<file path="src/rtl/batch_pkg.sv">
// Shared definitions for the batch UART sender: default sizing, 8N1 frame
// constants and the state encodings of the sequencer and the serialiser.
package batch_pkg;

  localparam int DEFAULT_BATCH_SIZE   = 1000;
  localparam int DEFAULT_CLKS_PER_BIT = 868;

  localparam logic START_BIT = 1'b0;
  localparam logic STOP_BIT  = 1'b1;
  localparam int   DATA_BITS = 8;

  typedef enum logic [2:0] {
    S_IDLE,
    S_REQ,
    S_WAIT,
    S_SEND,
    S_FINISH
  } senderState_e;

  typedef enum logic [1:0] {
    U_IDLE,
    U_START,
    U_DATA,
    U_STOP
  } uartState_e;

endpackage

</file>
<file path="src/rtl/uart_tx_8n1.sv">
// 8N1 serialiser, LSB first, with a registered line output. Each frame is
// exactly 10*CLKS_PER_BIT cycles long.
module uart_tx_8n1
  import batch_pkg::*;
#(
  parameter int CLKS_PER_BIT = DEFAULT_CLKS_PER_BIT
) (
  input  logic       clk,
  input  logic       rst,
  input  logic       tx_start,
  input  logic [7:0] tx_data,
  output logic       tx,
  output logic       tx_busy
);

  localparam int BAUD_W = $clog2(CLKS_PER_BIT);
  localparam logic [BAUD_W-1:0] LAST_TICK = BAUD_W'(CLKS_PER_BIT - 1);
  localparam logic [2:0] LAST_BIT = 3'(DATA_BITS - 1);

  uartState_e        state_q, state_d;
  logic [BAUD_W-1:0] baud_q, baud_d;
  logic [2:0]        bitIdx_q, bitIdx_d;
  logic [7:0]        shiftReg_q, shiftReg_d;
  logic              tx_q, tx_d;
  logic              lastTick;

  assign lastTick = (baud_q == LAST_TICK);
  assign tx       = tx_q;
  // Drops in the final stop-bit cycle so the caller can request the next
  // byte without losing a cycle between frames.
  assign tx_busy  = (state_q != U_IDLE) && !((state_q == U_STOP) && lastTick);

  always_ff @(posedge clk) begin
    if (rst) begin
      state_q    <= U_IDLE;
      baud_q     <= '0;
      bitIdx_q   <= '0;
      shiftReg_q <= '0;
      tx_q       <= STOP_BIT;
    end else begin
      state_q    <= state_d;
      baud_q     <= baud_d;
      bitIdx_q   <= bitIdx_d;
      shiftReg_q <= shiftReg_d;
      tx_q       <= tx_d;
    end
  end

  always_comb begin
    state_d    = state_q;
    baud_d     = baud_q;
    bitIdx_d   = bitIdx_q;
    shiftReg_d = shiftReg_q;
    tx_d       = tx_q;
    unique case (state_q)
      U_IDLE: begin
        tx_d = STOP_BIT;
        if (tx_start) begin
          shiftReg_d = tx_data;
          tx_d       = START_BIT;
          baud_d     = '0;
          state_d    = U_START;
        end
      end
      U_START: begin
        if (lastTick) begin
          baud_d   = '0;
          bitIdx_d = '0;
          tx_d     = shiftReg_q[0];
          state_d  = U_DATA;
        end else begin
          baud_d = baud_q + 1'b1;
        end
      end
      U_DATA: begin
        if (lastTick) begin
          baud_d = '0;
          if (bitIdx_q == LAST_BIT) begin
            tx_d    = STOP_BIT;
            state_d = U_STOP;
          end else begin
            bitIdx_d   = bitIdx_q + 1'b1;
            shiftReg_d = {1'b0, shiftReg_q[7:1]};
            tx_d       = shiftReg_q[1];
          end
        end else begin
          baud_d = baud_q + 1'b1;
        end
      end
      U_STOP: begin
        if (lastTick) begin
          baud_d  = '0;
          state_d = U_IDLE;
        end else begin
          baud_d = baud_q + 1'b1;
        end
      end
      default: state_d = U_IDLE;
    endcase
  end

endmodule

</file>
<file path="src/rtl/batch_uart_sender.sv">
// Reads a batch of bytes from the shared RAM starting at address 0 and sends
// each one over UART; one batch per rising edge of start, then flags done.
module batch_uart_sender
  import batch_pkg::*;
#(
  parameter int BATCH_SIZE     = DEFAULT_BATCH_SIZE,
  parameter int MEM_ADDR_WIDTH = $clog2(BATCH_SIZE),
  parameter int CLKS_PER_BIT   = DEFAULT_CLKS_PER_BIT
) (
  input  logic                      clk,
  input  logic                      rst,
  input  logic                      start,
  output logic                      mem_oe,
  output logic [MEM_ADDR_WIDTH-1:0] mem_addr,
  input  logic [7:0]                mem_dout,
  output logic                      tx,
  output logic                      busy,
  output logic                      done
);

  localparam logic [MEM_ADDR_WIDTH-1:0] LAST_IDX = MEM_ADDR_WIDTH'(BATCH_SIZE - 1);

  senderState_e              state_q, state_d;
  logic [MEM_ADDR_WIDTH-1:0] idx_q, idx_d;
  logic                      busy_q, busy_d;
  logic                      done_q, done_d;
  logic                      start_q;
  logic                      startEdge;
  logic                      txStart;
  logic                      txBusy;

  assign startEdge = start & ~start_q;
  assign mem_addr  = idx_q;
  assign busy      = busy_q;
  assign done      = done_q;

  always_ff @(posedge clk) begin
    if (rst) begin
      state_q <= S_IDLE;
      idx_q   <= '0;
      busy_q  <= 1'b0;
      done_q  <= 1'b0;
      start_q <= 1'b0;
    end else begin
      state_q <= state_d;
      idx_q   <= idx_d;
      busy_q  <= busy_d;
      done_q  <= done_d;
      start_q <= start;
    end
  end

  // done/busy flip on entry to FINISH so they are already visible during it.
  always_comb begin
    state_d = state_q;
    idx_d   = idx_q;
    busy_d  = busy_q;
    done_d  = done_q;
    mem_oe  = 1'b0;
    txStart = 1'b0;
    unique case (state_q)
      S_IDLE: begin
        if (startEdge) begin
          done_d  = 1'b0;
          busy_d  = 1'b1;
          idx_d   = '0;
          state_d = S_REQ;
        end
      end
      S_REQ: begin
        mem_oe  = 1'b1;
        state_d = S_WAIT;
      end
      S_WAIT: begin
        txStart = 1'b1;
        state_d = S_SEND;
      end
      S_SEND: begin
        if (!txBusy) begin
          if (idx_q == LAST_IDX) begin
            done_d  = 1'b1;
            busy_d  = 1'b0;
            state_d = S_FINISH;
          end else begin
            idx_d   = idx_q + 1'b1;
            state_d = S_REQ;
          end
        end
      end
      S_FINISH: state_d = S_IDLE;
      default:  state_d = S_IDLE;
    endcase
  end

  uart_tx_8n1 #(
    .CLKS_PER_BIT(CLKS_PER_BIT)
  ) uTx (
    .clk     (clk),
    .rst     (rst),
    .tx_start(txStart),
    .tx_data (mem_dout),
    .tx      (tx),
    .tx_busy (txBusy)
  );

endmodule

</file>
<file path="config.mk">
export PLATFORM = sky130hd
export DESIGN_NAME = batch_uart_sender
export DESIGN_NICKNAME = d
export VERILOG_FILES = /design/src/rtl/batch_pkg.sv /design/src/rtl/uart_tx_8n1.sv /design/src/rtl/batch_uart_sender.sv
export SDC_FILE = /design/constraint.sdc
export NUM_CORES = 1
export LEC_CHECK = 0
export BUFFER_PORTS_ARGS = -buffer_cell sky130_fd_sc_hd__buf_2
export CORE_MARGIN = 2
export CORE_UTILIZATION = 45
export DETAILED_ROUTE_END_ITERATION = 10
export GPL_TIMING_DRIVEN = 0
export HOLD_SLACK_MARGIN = 0.12
export PLACE_DENSITY = 0.66
export RECOVER_POWER = 25
export SETUP_SLACK_MARGIN = 0.5
export SYNTH_ARGS = -nofsm -noshare
export SYNTH_HDL_FRONTEND = slang
export SYNTH_SLANG_ARGS = --single-unit
</file>
<file path="constraint.sdc">
create_clock -name clk -period 1.9 [get_ports clk]
set_input_delay 0.095 -clock clk [delete_from_list [all_inputs] [get_ports clk]]
set_output_delay 0.095 -clock clk [all_outputs]
set_load 0.01 [all_outputs]
</file>
==> results_dict.tcl <==
set metrics [dict create \
    status "finished, final reports clean" \
    crit_path_max_incr_delay_ns 0.36 \
    root_buffer "clkbuf_8" \
    syn_inst 242 \
    ys_warn_count 0 \
    maxSlewHeadroom_pct 59.38 \
    yosysSeqAreaShare_pct 36.26 \
    cpMaxStageDelayCell "dfxtp_4" \
    path_class "reg -> reg" \
    hold_viol 0 \
    postPlaceCellArea_um2 2590 \
    yosys.area.top_type "dfxtp_1" \
    cp.required_ns 2.06 \
    synth-async-reset-ratio_pct 0 \
    grt_overflow 0 \
    synth_fp_nets 263 \
    tightest_slew_ns 0.6093 \
    fin_skew_ns 0.006516 \
    fin_crit_ns 1.860 \
    p_seq_share_pct 27.8 \
    cts_max_level 2 \
    antenna-diode-count 0 \
    syn_area_per_cell_um2 9.125 \
    critPathTopFamily "simple AND/OR/NAND/NOR gates" \
    grt.total_usage_pct 21.98 \
    yosys-top-cells-area "dfxtp_1, ha_1, mux2i_1, nor2_1, nand2_1" \
    setup_violations 0 \
    cp-start-kind "register" \
    grt_start_max_net_pins 13 \
    fillers 341 \
    grt_pass1_vias 2030 \
    syn_area_um2 2208 \
    cp_num_buf_inv 2 \
    powerDensity_nw_per_um2 1090 \
    regArea_um2 839.6 \
    yosysTopAreaCellShare_pct 36.26 \
    globalRouteMet1Util_pct 27.98 \
    setup_tns_ns 0 \
    cts_tree "yes" \
    wl_um 6089 \
    placeableCoreArea_um2 4723 \
    syn_to_final_growth_pct 55.47 \
    cp_cell_sequence "ha_4 -> and4bb_2 -> and3_4 -> a31oi_4 -> buf_6 -> nor3_4 -> buf_6 -> o32ai_2" \
    ys_types 55 \
    drc_errors 0 \
    pre_cts_slack_ns -0.05509 \
    multi_input_area_um2 1747 \
    pin_count 25 \
    synth-edff-count 0 \
    min_path_type "in -> reg" \
    io_buffers 24 \
    power_frac_comb_pct 53.1 \
    hpwl_um 3363 \
    busiest_layer "met2" \
    ant_nets 0 \
    cts_sinks 40 \
    drt-wirelength-per-cell_um 15.86 \
    initial_core_util_pct 46.75 \
    finalCritPeriodShare_pct 97.90 \
    rsz0062_at_grt "true" \
    final_area_um2 3433 \
    die_h_um 74.06 \
    drv_cap 0 \
    path_clk_slew_ns 0.08 \
    post-route-util_pct 72.69 \
    fin_nets 337 \
    clockPowerShare_pct 19.1 \
    grt_antenna_before_repair 0 \
    die_w_um 74.06 \
    num_vias 2108 \
    cts_buffer_depth 2 \
    crit_path_frequent_cell "buf_6" \
    drt-vias-per-instance 5.490 \
    slew_viol_final 0 \
    gr-usage-met3_pct 4.065 \
    internal_power_w 0.002327 \
    synth-seq-cells 40 \
    dr.pass1.iters 4 \
    clock_latency_ns 0.30 \
    dieArea_um2 5484 \
    grt_use_met2_pct 38.10 \
    crit_path_end_kind "register" \
    worst_slack_ns 0.03999 \
    p_sw_w 0.001415 \
    drive_above_1_share_pct 50.47 \
    worst_ir_drop_vdd_v 0.001085 \
    path_max_fanout 5 \
    synthFlopType "dfxtp_1" \
    numCtsBuffers 5 \
    p_leak_nw 1.269 \
    num_rows 25 \
    fmax_ghz 0.5376 \
    p_sw_share_pct 37.81 \
    grt_pass1_wl_um 9377 \
    drt_iter0_markers 107 \
    cp.arrival_ns 2.02 \
    routabilityCongestion 0.8313 \
]
-- per-layer routing --
| layer | wire length [um] | up-vias | share of wire [%] |
|---|---|---|---|
| met5 | 0 | - | 0 |
| met4 | 88 | 0 | 1.4 |
| met3 | 216 | 9 | 3.5 |
| met2 | 3216 | 54 | 53 |
| met1 | 2567 | 1016 | 42 |
| li1 | - | 1029 | - |
-- through the flow --
| stage | hold WS, ns | cells | power [W] |
|---|---|---|---|
| 6_report | 0.1550 | 384 | 0.003742 |
| 5_1_grt | 0.1607 | 384 | 0.003937 |
| 4_1_cts | 0.1302 | 373 | 0.003569 |
| 3_5_place_dp | 0.3624 | 333 | 0.002334 |
| 3_3_place_gp | 0.3372 | 333 | 0.002316 |
| 2_1_floorplan | 0.2232 | 242 | 0.002100 |
-- tightest hold or removal path, cell delays in order --
cell,delay (ns)
buf_2,0.10
mux2i_1,0.14
a211oi_2,0.08
-- power groups by stage --
| stage | logic [W] | clock network (W) | registers (W) |
|---|---|---|---|
| after floorplan | 0.00105 | 0 | 0.00105 |
| after global placement | 0.00126 | 0 | 0.00106 |
| after detailed placement | 0.00127 | 0 | 0.00106 |
| after CTS | 0.00181 | 0.000730 | 0.00103 |
| after global routing | 0.00212 | 0.000762 | 0.00105 |
| final | 0.00199 | 0.000713 | 0.00104 |
-- layout by cell type, fill, tap and decap left out, types with 4 or more instances in the layout --
master	instances
dfxtp_2	4
and2_1	4
clkbuf_1	8
dfxtp_4	9
dfxtp_1	27
nor2_1	18
clkbuf_8	8
nand3_1	4
mux2i_1	12
ha_1	5
buf_2	19
xor2_1	7
nand4_1	5
inv_1	5
nor2_4	5
nor2_2	6
ha_4	4
buf_6	13
buf_4	28
a211oi_2	7
nand2_1	22
-- sequential cells by signal (all words and copies together) (netlist names) --
register,cells
busy,1
done,1
mem_addr,10
start_q,1
state_q,3
uTx.baud_q,10
uTx.bitIdx_q,3
uTx.shiftReg_q,8
uTx.state_q,2
uTx.tx,1
-- layout make-up --
class | count | area share (%)
tap | 67 | 2.442
sequential | 40 | 24.45
clock buffer | 8 | 3.535
buffer | 11 | 3.207
multi-input combinational | 185 | 50.87
timing repair buffer | 66 | 14.58
inverter | 7 | 0.9111
-- repair_timing --
action	CTS	global route
gates resized for setup	42	43
pin swaps	18	20
buffers inserted	27	11
gates cloned	3	0
hold endpoints to repair	2	0
setup endpoints to repair	39	40
hold buffers	2	0
-- cell families after synthesis --
family / Yosys count / synth area share, %
XOR/XNOR: 10 / 3.966
buffers and inverters: 18 / 4.306
AND/OR/NAND/NOR: 101 / 24.70
AO/OA/AOI/OAI: 51 / 19.66
flip-flops: 40 / 36.26
multiplexers: 12 / 5.439
adder cells (fa/ha/maj): 10 / 5.666
-- worst paths after layout --
| check | slack (ns) | end | start | depth (start not counted) |
|---|---|---|---|---|
| max reg2reg | 0.04 | mem_addr[8]$_SDFFE_PP0P_ | uTx.baud_q[0]$_SDFFE_PP0N_ | 8 |
| min | 0.15 | uTx.shiftReg_q[6]$_SDFFE_PP0P_ | mem_dout[6] | 3 |
| max | 0.04 | mem_addr[8]$_SDFFE_PP0P_ | uTx.baud_q[0]$_SDFFE_PP0N_ | 8 |
| min reg2reg | 0.47 | mem_addr[7]$_SDFFE_PP0P_ | mem_addr[7]$_SDFFE_PP0P_ | 1 |
-- cells in the mapped netlist (all sizes together) (5+ instances only) --
cell type  number
a211oi         11
and2            7
buf             7
dfxtp          40
ha             10
inv             7
mux2i          12
nand2          24
nand3           6
nand4           5
nor2           29
nor2b           6
nor3            5
o21ai           8
xor2            7
No activity file was read; power rests on OpenSTA's default activity.
